$ cat src/rtl/mesh_packetizer_if.sv
`default_nettype none
// ============================================================================
//  Module      : mesh_packetizer_if
//  Description : Request, payload and flit-output handshake bundle for the
//                mesh local-port packetizer. The slave side is the packetizer
//                and the master side is the core/node environment.
//  Revision    : 1.0 - initial release
// ============================================================================
interface mesh_packetizer_if #(
  parameter int FLIT_DATA_W = 8,
  parameter int FLIT_ID_W   = 2,
  parameter int ROW_ADDR_W  = 2,
  parameter int COL_ADDR_W  = 2,
  parameter int LEN_W       = 4,
  parameter int PKT_CNT_W   = 8
);
  // Packet request channel
  logic                           pkt_vld_i;
  logic                           pkt_rdy_o;
  logic [ROW_ADDR_W-1:0]          pkt_dst_row_i;
  logic [COL_ADDR_W-1:0]          pkt_dst_col_i;
  logic [LEN_W-1:0]               pkt_len_i;
  // Payload word channel
  logic [FLIT_DATA_W-1:0]         pl_data_i;
  logic                           pl_vld_i;
  logic                           pl_rdy_o;
  // Flit output channel towards the node local input
  logic [FLIT_ID_W+FLIT_DATA_W-1:0] out_flit_o;
  logic                           out_vld_o;
  logic                           out_rdy_i;
  // Status
  logic                           busy_o;
  logic [PKT_CNT_W-1:0]           pkt_cnt_o;

  modport slave (
    input  pkt_vld_i, pkt_dst_row_i, pkt_dst_col_i, pkt_len_i,
    input  pl_data_i, pl_vld_i, out_rdy_i,
    output pkt_rdy_o, pl_rdy_o, out_flit_o, out_vld_o, busy_o, pkt_cnt_o
  );

  modport master (
    output pkt_vld_i, pkt_dst_row_i, pkt_dst_col_i, pkt_len_i,
    output pl_data_i, pl_vld_i, out_rdy_i,
    input  pkt_rdy_o, pl_rdy_o, out_flit_o, out_vld_o, busy_o, pkt_cnt_o
  );
endinterface
`default_nettype wire

$ cat src/rtl/mesh_packetizer.sv
`default_nettype none
// ============================================================================
//  Module      : mesh_packetizer
//  Description : Local-port network interface of a mesh wormhole node. Turns
//                a packet request plus a payload word stream into a
//                head/body/tail flit stream through a single output register,
//                running back-to-back packets without bubbles.
//  Revision    : 1.0 - initial release
// ============================================================================
module mesh_packetizer #(
  parameter int FLIT_DATA_W = 8,
  parameter int FLIT_ID_W   = 2,
  parameter int HOP_CNT_W   = 4,
  parameter int ROW_ADDR_W  = 2,
  parameter int COL_ADDR_W  = 2,
  parameter int LEN_W       = 4,
  parameter int PKT_CNT_W   = 8
) (
  input wire              clk_i,
  input wire              rst_ni,
  mesh_packetizer_if.slave bus
);

  localparam int c_flit_w = FLIT_ID_W + FLIT_DATA_W;

  // FSM encoding
  localparam logic [1:0] c_st_idle    = 2'd0;
  localparam logic [1:0] c_st_payload = 2'd1;
  localparam logic [1:0] c_st_ztail   = 2'd2;

  // Flit type encodings; upper bits stay zero for wider ID fields
  localparam logic [FLIT_ID_W-1:0] c_id_head = FLIT_ID_W'(2'b10);
  localparam logic [FLIT_ID_W-1:0] c_id_body = FLIT_ID_W'(2'b00);
  localparam logic [FLIT_ID_W-1:0] c_id_tail = FLIT_ID_W'(2'b11);

  localparam logic [LEN_W-1:0] c_rem_one = LEN_W'(1);

  logic [1:0]             r_state;
  logic [LEN_W-1:0]       r_rem;
  logic [c_flit_w-1:0]    r_out_flit;
  logic                   r_out_vld;
  logic [PKT_CNT_W-1:0]   r_pkt_cnt;

  logic                   w_load;
  logic                   w_pkt_fire;
  logic                   w_pl_fire;
  logic                   w_tail_xfer;
  logic [FLIT_DATA_W-1:0] w_head_data;

  // The output register may take a new flit when empty or draining this cycle
  assign w_load = !r_out_vld || bus.out_rdy_i;

  // Readies depend only on state and load, never on the upstream valids
  assign bus.pkt_rdy_o = (r_state == c_st_idle)    && w_load;
  assign bus.pl_rdy_o  = (r_state == c_st_payload) && w_load;

  assign w_pkt_fire  = bus.pkt_vld_i && bus.pkt_rdy_o;
  assign w_pl_fire   = bus.pl_vld_i  && bus.pl_rdy_o;
  assign w_tail_xfer = r_out_vld && bus.out_rdy_i &&
                       (r_out_flit[c_flit_w-1 -: FLIT_ID_W] == c_id_tail);

  assign bus.out_flit_o = r_out_flit;
  assign bus.out_vld_o  = r_out_vld;
  assign bus.busy_o     = (r_state != c_st_idle) || r_out_vld;
  assign bus.pkt_cnt_o  = r_pkt_cnt;

  // Head data: destination row/col in the MSBs, zero hop count in the LSBs
  always_comb begin
    w_head_data = '0;
    w_head_data[FLIT_DATA_W-1 -: ROW_ADDR_W]            = bus.pkt_dst_row_i;
    w_head_data[FLIT_DATA_W-ROW_ADDR_W-1 -: COL_ADDR_W] = bus.pkt_dst_col_i;
    w_head_data[HOP_CNT_W-1:0]                          = '0;
  end

  // FSM, remaining-payload counter and output register advance only on load
  always_ff @(posedge clk_i) begin
    if (!rst_ni) begin
      r_state    <= c_st_idle;
      r_rem      <= '0;
      r_out_flit <= '0;
      r_out_vld  <= 1'b0;
    end else if (w_load) begin
      case (r_state)
        c_st_idle: begin
          if (w_pkt_fire) begin
            r_out_flit <= {c_id_head, w_head_data};
            r_out_vld  <= 1'b1;
            r_rem      <= bus.pkt_len_i;
            r_state    <= (bus.pkt_len_i == '0) ? c_st_ztail : c_st_payload;
          end else begin
            r_out_vld  <= 1'b0;
          end
        end
        c_st_payload: begin
          if (w_pl_fire) begin
            // The last outstanding word closes the packet as the tail
            r_out_flit <= {((r_rem > c_rem_one) ? c_id_body : c_id_tail), bus.pl_data_i};
            r_out_vld  <= 1'b1;
            r_rem      <= r_rem - c_rem_one;
            if (r_rem <= c_rem_one) begin
              r_state  <= c_st_idle;
            end
          end else begin
            r_out_vld  <= 1'b0;
          end
        end
        c_st_ztail: begin
          // Zero-length packet: synthetic tail with no payload consumed
          r_out_flit <= {c_id_tail, {FLIT_DATA_W{1'b0}}};
          r_out_vld  <= 1'b1;
          r_state    <= c_st_idle;
        end
        default: begin
          r_state    <= c_st_idle;
          r_out_vld  <= 1'b0;
        end
      endcase
    end
  end

  // Count tail flits accepted by the node; wraps naturally
  always_ff @(posedge clk_i) begin
    if (!rst_ni) begin
      r_pkt_cnt <= '0;
    end else if (w_tail_xfer) begin
      r_pkt_cnt <= r_pkt_cnt + 1'b1;
    end
  end

endmodule
`default_nettype wire

$ cat src/flat_wrapper.sv
// flat-port wrapper written by rule: the top's interface ports become plain ports
module mesh_packetizer_flat 
#(
  parameter int FLIT_DATA_W = 8,
  parameter int FLIT_ID_W   = 2,
  parameter int HOP_CNT_W   = 4,
  parameter int ROW_ADDR_W  = 2,
  parameter int COL_ADDR_W  = 2,
  parameter int LEN_W       = 4,
  parameter int PKT_CNT_W   = 8
)
  (clk_i, rst_ni, bus_pkt_vld_i, bus_pkt_dst_row_i, bus_pkt_dst_col_i, bus_pkt_len_i, bus_pl_data_i, bus_pl_vld_i, bus_out_rdy_i, bus_pkt_rdy_o, bus_pl_rdy_o, bus_out_flit_o, bus_out_vld_o, bus_busy_o, bus_pkt_cnt_o);
  mesh_packetizer_if #(.FLIT_DATA_W(FLIT_DATA_W), .FLIT_ID_W(FLIT_ID_W), .ROW_ADDR_W(ROW_ADDR_W), .COL_ADDR_W(COL_ADDR_W), .LEN_W(LEN_W), .PKT_CNT_W(PKT_CNT_W)) bus_i ();
  input wire clk_i;
  input wire rst_ni;
  input wire logic [$bits(bus_i.pkt_vld_i)-1:0] bus_pkt_vld_i;
  input wire logic [$bits(bus_i.pkt_dst_row_i)-1:0] bus_pkt_dst_row_i;
  input wire logic [$bits(bus_i.pkt_dst_col_i)-1:0] bus_pkt_dst_col_i;
  input wire logic [$bits(bus_i.pkt_len_i)-1:0] bus_pkt_len_i;
  input wire logic [$bits(bus_i.pl_data_i)-1:0] bus_pl_data_i;
  input wire logic [$bits(bus_i.pl_vld_i)-1:0] bus_pl_vld_i;
  input wire logic [$bits(bus_i.out_rdy_i)-1:0] bus_out_rdy_i;
  output wire logic [$bits(bus_i.pkt_rdy_o)-1:0] bus_pkt_rdy_o;
  output wire logic [$bits(bus_i.pl_rdy_o)-1:0] bus_pl_rdy_o;
  output wire logic [$bits(bus_i.out_flit_o)-1:0] bus_out_flit_o;
  output wire logic [$bits(bus_i.out_vld_o)-1:0] bus_out_vld_o;
  output wire logic [$bits(bus_i.busy_o)-1:0] bus_busy_o;
  output wire logic [$bits(bus_i.pkt_cnt_o)-1:0] bus_pkt_cnt_o;
  assign bus_i.pkt_vld_i = bus_pkt_vld_i;
  assign bus_i.pkt_dst_row_i = bus_pkt_dst_row_i;
  assign bus_i.pkt_dst_col_i = bus_pkt_dst_col_i;
  assign bus_i.pkt_len_i = bus_pkt_len_i;
  assign bus_i.pl_data_i = bus_pl_data_i;
  assign bus_i.pl_vld_i = bus_pl_vld_i;
  assign bus_i.out_rdy_i = bus_out_rdy_i;
  assign bus_pkt_rdy_o = bus_i.pkt_rdy_o;
  assign bus_pl_rdy_o = bus_i.pl_rdy_o;
  assign bus_out_flit_o = bus_i.out_flit_o;
  assign bus_out_vld_o = bus_i.out_vld_o;
  assign bus_busy_o = bus_i.busy_o;
  assign bus_pkt_cnt_o = bus_i.pkt_cnt_o;
  mesh_packetizer #(.FLIT_DATA_W(FLIT_DATA_W), .FLIT_ID_W(FLIT_ID_W), .HOP_CNT_W(HOP_CNT_W), .ROW_ADDR_W(ROW_ADDR_W), .COL_ADDR_W(COL_ADDR_W), .LEN_W(LEN_W), .PKT_CNT_W(PKT_CNT_W)) u_core (.clk_i(clk_i), .rst_ni(rst_ni), .bus(bus_i));
endmodule
$ cat config.mk
export PLATFORM = sky130hd
export DESIGN_NAME = mesh_packetizer_flat
export DESIGN_NICKNAME = d
export VERILOG_FILES = /design/src/rtl/mesh_packetizer_if.sv /design/src/rtl/mesh_packetizer.sv /design/src/flat_wrapper.sv
export SDC_FILE = /design/constraint.sdc
export NUM_CORES = 1
export LEC_CHECK = 0
export BUFFER_PORTS_ARGS = -buffer_cell sky130_fd_sc_hd__buf_2
export CELL_PAD_IN_SITES_DETAIL_PLACEMENT = 1
export CELL_PAD_IN_SITES_GLOBAL_PLACEMENT = 1
export CORE_ASPECT_RATIO = 0.7
export CORE_MARGIN = 2
export CORE_UTILIZATION = 36
export DETAILED_ROUTE_END_ITERATION = 6
export GPL_ROUTABILITY_DRIVEN = 0
export GPL_TIMING_DRIVEN = 0
export PLACE_DENSITY = 0.87
export SLEW_MARGIN = 25
export SYNTH_ARGS = -nofsm -noshare
export SYNTH_HDL_FRONTEND = slang
export SYNTH_SLANG_ARGS = --single-unit
$ cat constraint.sdc
create_clock -name clk_i -period 2.1 [get_ports clk_i]
set_input_delay 0 -clock clk_i [delete_from_list [all_inputs] [get_ports clk_i]]
set_output_delay 0 -clock clk_i [all_outputs]
set_load 0.005 [all_outputs]
# Word level (Yosys, flattened, before mapping)
# Index checks and enable logic that the tools add are counted.
[op_classes]
n_reduce_logical = 17
eq_ne = 6
order_cmp = 2
mux = 15
add_sub_neg = 2
[op_table]
columns = ["operator", "n"]
rows = [
  ["$pmux W10 S3", 1],
  ["$mux W10", 2],
  ["$reduce_and A4 Y1", 3],
  ["$mux W2", 5],
  ["$add A8 B1 Y8 const B", 1],
  ["$mux W4", 2],
  ["$pmux W4 S2", 1],
  ["$logic_and A1 B1 Y1", 6],
  ["$eq A2 B2 Y1 const B", 2],
  ["$gt A4 B1 Y1 const B", 1],
  ["$le A4 B1 Y1 const B", 1],
  ["$logic_not A4 Y1", 1],
  ["$ne A2 B1 Y1 const B", 2],
  ["$pmux W2 S2", 1],
  ["$reduce_bool A2 Y1", 2],
  ["$sub A4 B1 Y4 const B", 1],
  ["$pmux W1 S3", 1],
  ["$reduce_bool A3 Y1", 1],
  ["$eq A2 B1 Y1 const B", 1],
  ["$logic_not A2 Y1", 1],
  ["$logic_or A1 B1 Y1", 2],
  ["$mux W1", 2],
  ["$ne A2 B2 Y1 const B", 1],
  ["$logic_not A1 Y1", 1],
]
[totals]
output_inout_bits = 22
input_bits = 21
ff_bits = 25

# Depth between registers and ports, before layout
# Gate-level depths: netlist (run 1).
[logic_depth]
ltp_word = 6
depth_mapped = 7
ltp_nobuf = 6

# Worst setup path after synthesis (run 1)
# No wires, ideal clock.
[synth_path]
path_kind = "reg-to-reg"
startpoint = "reg u_core.r_state[0]"
endpoint = "reg u_core.r_rem[1]"
path_slack_ns = 0.223
path_stages_with_launch = 8
synth_period_minus_slack_ns = 1.877
arrival_time_ns = 1.811
cell_sequence = "dfxtp_1 > inv_1 > ha_1 > nor2b_1 > or4_1 > buf_2 > a211o_1 > a21boi_2"
[synth_via]
elab_chain_len = 5
elab_cells_between_ends = 11
[synth_lines]
columns = ["item", "line", "rtl"]
rows = [
  ["start, declared", "mesh_packetizer.sv:38", "logic [1:0] r_state;"],
  ["start signal, assigned", "mesh_packetizer.sv:78", "r_state <= c_st_idle;"],
  ["start signal, assigned", "mesh_packetizer.sv:89", "r_state <= (bus.pkt_len_i == '0) ? c_st_ztail : c_st_payload;"],
  ["start signal, assigned", "mesh_packetizer.sv:101", "r_state <= c_st_idle;"],
  ["$eq A2 B1 Y1 / $logic_not A2 Y1 (equally long branches)", "mesh_packetizer.sv:55, mesh_packetizer.sv:83, mesh_packetizer.sv:54", ""],
  ["$logic_and A1 B1 Y1, on equally long branches", "mesh_packetizer.sv:55, mesh_packetizer.sv:54", ""],
  ["$logic_and A1 B1 Y1, on equally long branches", "mesh_packetizer.sv:58, mesh_packetizer.sv:57", ""],
  ["$ne A2 B1 Y1 (no line)", "-", ""],
  ["$reduce_and A4 Y1 (no line)", "-", ""],
  ["end signal, assigned", "mesh_packetizer.sv:88", "r_rem <= bus.pkt_len_i;"],
  ["end signal, assigned", "mesh_packetizer.sv:99", "r_rem <= r_rem - c_rem_one;"],
  ["end, declared", "mesh_packetizer.sv:39", "logic [LEN_W-1:0] r_rem;"],
]
# Several ways; a longest one is shown, not always the timed one.
# A chain may end at the register's enable or synchronous reset.

# Final worst setup path (run 1)
# Same ends and word-level chain as after synthesis.

==> results of run 1 <==
-- cells in the final DEF (no fill, tap or decap), types with 6 or more instances in the layout --
master and instances:
dfxtp_1 23, a21boi_0 7, nand2_1 16, nor2_1 11
nor2b_1 7, buf_2 42, inv_1 6, and2_1 7
nand3_1 8
-- logic make-up after synthesis --
kind of cell	share of synthesized area, %
and+or+nand+nor	29.94
AOI/OAI and AO/OA	15.88
DFF	38.02
buffers and inverters	4.087
xor gates and xnor gates	4.658
adders and majority gates	6.654
muxes	0.7605
-- synth_stat cells (2+ instances only) --
cell type,count
nor3b_1,4
xor2_1,2
nor2_1,11
nand2b_1,3
clkbuf_1,6
or4_1,3
nand2_1,16
dfxtp_1,25
xnor2_1,5
a221oi_1,5
nor3_1,4
nand4_1,3
nor4_1,3
o21ai_0,5
a21boi_0,7
ha_1,7
inv_1,6
nor2b_1,7
and2_1,7
nand3_1,8
nor2b_4,2
-- path summary, 6_finish.rpt --
check	start	endpoint	slack [ns]
setup reg to reg	u_core.r_state[0]	u_core.r_rem[1]	0.12
setup / recovery	u_core.r_state[0]	u_core.r_rem[1]	0.12
hold / removal	bus_pl_data_i[2]	u_core.bus.out_flit_o[2]	0.005
hold reg to reg	u_core.bus.out_flit_o[0]	u_core.bus.out_flit_o[0]	0.48
-- metrics by stage --
step | util [%] | TNS, ns | instances | worst slack (ns)
finish | 47.40 | 0 | 250 | 0.1224
global route | 47.40 | 0 | 250 | 0.04355
CTS | 46.90 | 0 | 250 | 0.007419
detailed placement | 45.09 | -0.3655 | 245 | -0.08640
global placement | 45.09 | 0 | 245 | 0.003853
floorplan | - | 0 | 154 | 0.2232
-- power by group through the flow --
stage	clock network [µW]	registers, µW	logic [µW]
6_report	295	635	771
3_5_place_dp	0	645	756
3_3_place_gp	0	642	722
5_1_grt	318	652	873
2_1_floorplan	0	632	510
4_1_cts	298	634	759
-- sequential cells by signal, summed over array words and instances (netlist names) --
register,cells
u_core.bus.out_flit_o,10
u_core.bus.out_vld_o,1
u_core.bus.pkt_cnt_o,8
u_core.r_rem,4
u_core.r_state,2
-- worst max-delay path: stages, from the launching register on --
cell and delay (ns):
dfxtp_2 0.37, inv_1 0.07, ha_2 0.23, nor2b_1 0.18, or4_1 0.47, buf_2 0.18
a211o_1 0.31, a21boi_2 0.13
-- layout make-up --
class / instances / area, µm²
Clock buffer: 3 / 41.29
Sequential cell: 25 / 503.0
Timing Repair Buffer: 43 / 225.2
Tap cell: 50 / 62.56
Buffer: 7 / 28.78
Fill cell: 449 / 1848
Multi-Input combinational cell: 115 / 777.0
Inverter: 6 / 22.52
Clock inverter: 1 / 5.005
-- per-layer routing --
| metal | vias up | global-route usage, % |
|---|---|---|
| li1 | 632 | - |
| met1 | 585 | 23.35 |
| met2 | 29 | 30.53 |
| met3 | 2 | 5.941 |
| met4 | 0 | 3.333 |
| met5 | - | 0 |
-- repair_timing --
action | CTS | global route
resized for setup | 1 | 6
hold endpoints to repair | 2 | 0
hold buffers | 2 | 0
pin swaps | 0 | 0
cloned | 0 | 0
endpoints found under the setup margin | 9 | 13
==> impl_metrics.tcl, run 1 <==
set metrics [dict create \
    antenna_found_initial 0 \
    cts_tree "done" \
    worstSetupPathType "reg -> reg" \
    clkSinkCount 25 \
    synth.cell_area_um2 1316 \
    dr.max_layer_used "met4" \
    synth_ff_type "dfxtp_1" \
    synth.top_cell.area_share_pct 38.02 \
    power_uw 1701 \
    numPortBuffers 41 \
    hold_ws_ns 0.005394 \
    synth_cell_types 36 \
    outcome "completed" \
    vias 1248 \
    initial_core_util_pct 37.46 \
    die_width_um 76.27 \
    grt.total_usage_pct 18.09 \
    syn2layout_area_growth_pct 26.52 \
    grt_max_degree 15 \
    p_int_uw 1035 \
    critical_path.max_fanout 8 \
    met3_length_um 203 \
    root_buffer "clkbuf_8" \
    routed_wirelength_um 3502 \
    routedWlPerCell_um 14.01 \
    cts_buffers 3 \
    p_clk_share_pct 17.3 \
    die_area_um2 4164 \
    place_hpwl_um 2796 \
    diodes 0 \
    drtIter0Drc 30 \
    fmax_mhz 505.7 \
    via_per_inst 4.992 \
    worstSetupStartpointType "flip-flop" \
    drive_gt1_share_pct 28.50 \
    htreeDepth 1 \
    seqPwrFrac_pct 37.3 \
    hold_viol 0 \
    grt_pass1_vias 1239 \
    ys_ff_latch 25 \
    syn_nets 182 \
    final-setup-viol-count 0 \
    final_nets 229 \
    synthCells 154 \
    worstHoldPathCells 3 \
    die_h_um 54.59 \
    drv_slew 0 \
    clock_latency_ns 0.27 \
    power_density_nw_per_um2 1022 \
    r2r_cells 7 \
    cp.required_ns 2.32 \
    ys_seq_area_share_pct 38.02 \
    min_period_over_period_pct 94.17 \
    m1WireLength_um 1763 \
    p_sw_uw 666.1 \
    min_path_type "in -> reg" \
    place_area_um2 1584 \
    swShare_pct 39.15 \
    synth.area.top_cells "dfxtp_1, ha_1, nand2_1" \
    drt-pass1-iter-count 4 \
    yosysTopAreaCell "dfxtp_1" \
    rsz0062_at_grt "false" \
    p_comb_share_pct 45.3 \
    ys_async_sr_fraction_pct 0 \
    grt_pass1_wl_um 5858 \
    clockBufferDepth 2 \
    ant_nets 0 \
    stdcell_area_um2 1665 \
    postSynthAreaPerCell_um2 8.547 \
    io_pins 43 \
    finClkSkew_ns 0.001216 \
    clk_pin_slew_ns 0.09 \
    synth_edf_count 0 \
    crit_path_end_kind "flip-flop" \
    drc_errors 0 \
    post_cts_buffers 0 \
    maxCapViolCount 0 \
    irDropWorstVdd_mv 0.3559 \
    crit_arrival_ns 2.20 \
    power.leakage_uw 0.0007269 \
    tightest_slew_ns 0.4369 \
    ys_warn_count 0 \
    dr_wl_met2_um 1522 \
    grt-ovfl-total 0 \
    slew_headroom_pct 70.87 \
    rows 18 \
    period_minus_slack_ns 1.978 \
    core_um2 3513 \
]
Note: power is estimated with default switching activity, not from simulation.
==> run 2, diff against run 1 <==
==> constraint.sdc (replaced) <==
create_clock -name clk_i -period 2.1 [get_ports clk_i]
set_input_delay 0.315 -clock clk_i [delete_from_list [all_inputs] [get_ports clk_i]]
set_output_delay 0.315 -clock clk_i [all_outputs]
set_load 0.005 [all_outputs]
==> run 2 against run 1 <==
  * Wire length fell by 0.43%
  * Non-clock buffer count fell by 2
  * Hold slack improved by 0.30 ns
  * Worst setup slack improved by 0.00090 ns
  * Sequential power barely moved
  * Count of clock-buffer cells in the layout did not move
  * Combinational power barely moved
  * Sequential share of layout area rose by 0.37 points
==> impl_metrics.tcl, run 2 (synthesis results as in run 1) <==
set metrics [dict create \
    drc_errors 0 \
    final_core_util_pct 46.83 \
    pre_cts_ws_ns -0.08640 \
    routedWlPerCell_um 14.06 \
    drive_gt1_share_pct 28.79 \
    antenna_found_initial 0 \
    die_h_um 54.59 \
    min_period_over_period_pct 94.13 \
    hold_viol 0 \
    cts_tree "done" \
    root_buffer "clkbuf_8" \
    layout_commonest_cell "buf_2" \
    min_path_type "in -> reg" \
    drtIter0Drc 35 \
    finClkSkew_ns 0.004829 \
    tightest_slew_ns 0.4351 \
    drv_slew 0 \
    grt_util_met1_pct 23.35 \
    clk_pin_slew_ns 0.09 \
    grt-ovfl-total 0 \
    initial_core_util_pct 37.46 \
    grt_use_met3_pct 5.941 \
    io_pins 43 \
    clockBufferDepth 2 \
    htreeDepth 1 \
    whs_endpoint "u_core.bus.out_flit_o[3]" \
    cp.required_ns 2.32 \
    die_width_um 76.27 \
    worstHoldPathCells 3 \
    fmax_mhz 505.9 \
    crit_path_end_kind "flip-flop" \
    reg2reg_slack_ns 0.12 \
    slew_headroom_pct 71.00 \
    critical_path.max_fanout 8 \
    power.leakage_uw 0.0007186 \
    rsz0062_at_grt "false" \
    worstSetupPathType "reg -> reg" \
    syn2layout_area_growth_pct 25.00 \
    dpl.cell_count 245 \
    fill_cells 451 \
    crit-reg2reg-launch "u_core.r_state[0]" \
    maxCapViolCount 0 \
    seqCellArea_um2 503.0 \
    globalRoute.busiestLayer "met2" \
    power_density_nw_per_um2 1033 \
    multi_input_area_um2 777.0 \
    diodes 0 \
    clock_latency_ns 0.27 \
    via_per_inst 4.964 \
    min-delay-start "bus_pl_data_i[3]" \
    die_area_um2 4164 \
    irDropWorstVdd_mv 0.3560 \
    fin_cells 248 \
    outcome "completed" \
    routed_wirelength_um 3487 \
    ant_nets 0 \
    met2_usage_pct 29.94 \
    final-setup-viol-count 0 \
    vias 1231 \
    period_minus_slack_ns 1.977 \
    worstSetupStartpointType "flip-flop" \
    grt_pass1_wl_um 5802 \
    holdBufCountCts 0 \
    r2r_cells 7 \
    crit_arrival_ns 2.20 \
    cts_buffers 3 \
    final_nets 227 \
    grt_pass1_vias 1225 \
    grt.total_usage_pct 17.94 \
    rows 18 \
    clkSinkCount 25 \
    core_um2 3513 \
    final_cell_mix "buf_2, dfxtp_1, nand2_1" \
    setup_ws_ns 0.1233 \
    drt-pass1-iter-count 4 \
    grt_max_degree 15 \
    numPortBuffers 41 \
    place_hpwl_um 2796 \
    largest_reg_flops 10 \
    r2r-end "u_core.r_rem[1]" \
]
[run 2: critical path, stage by stage (launching register included)]
cell and delay (ns):
dfxtp_2 0.37, inv_1 0.07, ha_2 0.23, nor2b_1 0.18, or4_1 0.47, buf_2 0.18, a211o_1 0.31, a21boi_2 0.13
[run 2: layer usage]
| metal | share of wire (%) | vias up |
|---|---|---|
| met5 | 0 | - |
| met1 | 50 | 570 |
| met2 | 43 | 34 |
| li1 | - | 625 |
| met3 | 5.9 | 2 |
| met4 | 0.34 | 0 |
[run 2: worst max-delay path by stage]
stage	startpoint	end	slack, ns	cells after the start
6_report	u_core.r_state[0]	u_core.r_rem[1]	0.12	7
2_1_floorplan	u_core.r_state[0]	u_core.r_rem[1]	0.22	7
3_3_place_gp	u_core.r_state[1]	u_core.bus.out_flit_o[0]	0.004	7
4_1_cts	u_core.r_state[1]	u_core.bus.out_flit_o[5]	0.007	6
5_1_grt	u_core.r_state[0]	u_core.r_rem[1]	0.04	7
3_5_place_dp	u_core.r_state[1]	u_core.bus.out_flit_o[9]	-0.09	7
[run 2: report_power, final]
part	internal [µW]	leakage, µW	switching [µW]
Combinational	337	0.000488	435
Clock	133	0.0000255	159
Sequential	563	0.000205	72.4
[run 2: repair_timing]
item / 4_1_cts / 5_1_grt
endpoints found under the setup margin: 9 / 14
resized for setup: 1 / 6
buffers inserted: 0 / 0
pin swaps: 0 / 0
[run 2: area by class of cell]
type | count | area share (%)
multi-input combinational | 115 | 47.22
sequential | 25 | 30.57
timing repair buffer | 41 | 12.47
tap | 50 | 3.802
clock buffer | 3 | 2.510
buffer | 7 | 1.749
inverter | 6 | 1.369
clock inverter | 1 | 0.3042
[run 2: metrics by stage]
| stage | hold WS (ns) | instance area [µm²] | TNS (ns) | power, µW |
|---|---|---|---|---|
| after floorplan | 0.4575 | 1316 | 0 | 1142 |
| after global placement | 0.4551 | 1584 | 0 | 1365 |
| after detailed placement | 0.4633 | 1584 | -0.3655 | 1401 |
| after CTS | 0.3012 | 1628 | 0 | 1688 |
| after global routing | 0.3179 | 1645 | 0 | 1840 |
| final | 0.3023 | 1645 | 0 | 1700 |
==> run 3, diff against run 2 <==
Clock period 2.1 ns to 2 ns, I/O delays scaled along.
==> run 3 against run 2 <==
  * Via count rose by 0.81%
  * Hold slack got worse by 0.0095 ns
  * Maximum frequency increased by 1.7%
  * Critical path depth unchanged
  * Sequential power rose by 7.1%
  * First-iteration DRC count is 40% lower
  * Global-route usage barely moved
  * Register-to-register slack lost 0.07 ns
  * Combinational power rose by 12%
  * Clock power up 3%
  * Critical path type unchanged
==> impl_metrics.tcl, run 3 (synthesis results as in run 1) <==
set metrics [dict create \
    place_hpwl_um 2796 \
    min_path_type "in -> reg" \
    final_cell_mix "buf_2, dfxtp_1, nand2_1" \
    grt-ovfl-total 0 \
    htreeDepth 1 \
    clock_latency_ns 0.27 \
    final_core_util_pct 47.61 \
    hold_ws_ns 0.2928 \
    rows 18 \
    worstSetupStartpointType "flip-flop" \
    die_width_um 76.27 \
    grt_pass1_wl_um 5809 \
    power.leakage_uw 0.0007259 \
    hold_viol 0 \
    routed_wirelength_um 3652 \
    fmax_mhz 514.5 \
    clkSinkCount 25 \
    vias 1241 \
    post_cts_buffers 0 \
    reg2reg_slack_ns 0.06 \
    maxCapViolCount 0 \
    io_pins 43 \
    worstSetupPathType "reg -> reg" \
    drt-pass1-iter-count 4 \
    r2r-end "u_core.r_rem[1]" \
    clk_pin_slew_ns 0.09 \
    min_period_over_period_pct 97.18 \
    grt_pass1_vias 1216 \
    die_area_um2 4164 \
    grt_max_degree 15 \
    die_h_um 54.59 \
    tightest_slew_ns 0.4361 \
    slew_headroom_pct 70.93 \
    outcome "completed" \
    crit_arrival_ns 2.16 \
    final_nets 227 \
    cts_tree "done" \
    layout_commonest_cell "buf_2" \
    whs_endpoint "u_core.bus.out_flit_o[3]" \
    ant_nets 0 \
    drtIter0Drc 21 \
    via_per_inst 5.004 \
    min-delay-start "bus_pl_data_i[3]" \
    initial_core_util_pct 37.46 \
    crit_path_end_kind "flip-flop" \
    fill_cells 444 \
    setup_tns_ns 0 \
    r2r_cells 7 \
    drive_gt1_share_pct 30.30 \
    drc_errors 0 \
    rsz0062_at_grt "false" \
    power_density_nw_per_um2 1105 \
    ctsResizeCount 6 \
    grt.total_usage_pct 17.98 \
    root_buffer "clkbuf_8" \
    diodes 0 \
    irDropWorstVdd_mv 0.3805 \
    final-setup-viol-count 0 \
    clockBufferDepth 2 \
    routedWlPerCell_um 14.73 \
    syn2layout_area_growth_pct 27.09 \
    crit-reg2reg-launch "u_core.r_state[1]" \
    cp.required_ns 2.21 \
    numPortBuffers 41 \
    largest_reg_flops 10 \
    cts_buffers 3 \
    worstHoldPathCells 3 \
    holdBufCountCts 0 \
    period_minus_slack_ns 1.944 \
    drv_slew 0 \
    finClkSkew_ns 0.004305 \
    core_um2 3513 \
    antenna_found_initial 0 \
    critical_path.max_fanout 8 \
]
run 3: cell types whose count changed in the layout (fill, tap and decap cells not counted), moves of 2 or more:
cell / delta
inv_1: -2
inv_2: +2
ha_4: +2
ha_2: -2
run 3: final cells by class:
| class | instances | area [µm²] | share of cell area [%] |
|---|---|---|---|
| Inverter | 6 | 22.52 | 1.346 |
| Timing Repair Buffer | 41 | 205.2 | 12.27 |
| Multi-Input combinational cell | 115 | 799.5 | 47.79 |
| Sequential cell | 25 | 505.5 | 30.22 |
| Tap cell | 50 | 62.56 | 3.740 |
| Buffer | 7 | 31.28 | 1.870 |
| Clock buffer | 3 | 41.29 | 2.468 |
| Clock inverter | 1 | 5.005 | 0.2992 |
run 3: how the worst max path moves through the flow:
stage / from / end / slack [ns] / cells past startpoint
4_1_cts: u_core.r_state[0] / u_core.r_rem[1] / 0.03 / 7
3_5_place_dp: u_core.r_state[1] / u_core.bus.out_flit_o[9] / -0.19 / 7
3_3_place_gp: u_core.r_state[1] / u_core.bus.out_flit_o[0] / -0.1 / 7
5_1_grt: u_core.r_state[1] / u_core.r_rem[1] / 0.003 / 7
6_report: u_core.r_state[1] / u_core.r_rem[1] / 0.06 / 7
2_1_floorplan: u_core.r_state[0] / u_core.r_rem[1] / 0.12 / 7
run 3: where the power goes:
| group | total [µW] | internal (µW) | switching [µW] |
|---|---|---|---|
| Sequential | 680 | 595 | 84.9 |
| Combinational | 868 | 394 | 474 |
| Clock | 300 | 139 | 161 |
run 3: worst max-delay path: stages, from the launching register on:
cell and delay (ns):
dfxtp_2 0.38, inv_2 0.07, ha_4 0.18, nor2b_2 0.18
or4_1 0.47, buf_4 0.17, a211o_1 0.30, a21boi_2 0.13
run 3: metrics by stage:
step           cells  power [µW]  instance area, µm²  worst slack [ns]
6_report         248        1848                1673           0.05633
5_1_grt          248        2009                1673          0.002836
4_1_cts          248        1794                1639           0.03299
3_5_place_dp     245        1471                1584           -0.1864
3_3_place_gp     245        1433                1584          -0.09615
2_1_floorplan    154        1199                1316            0.1232
run 3: routing by layer:
layer | global-route usage (%) | up-vias | part of all wire, %
met3 | 5.941 | 4 | 5.9
met5 | 0 | - | 0
met4 | 2.727 | 0 | 0.77
li1 | - | 629 | -
met2 | 30.24 | 34 | 45
met1 | 23.45 | 574 | 48
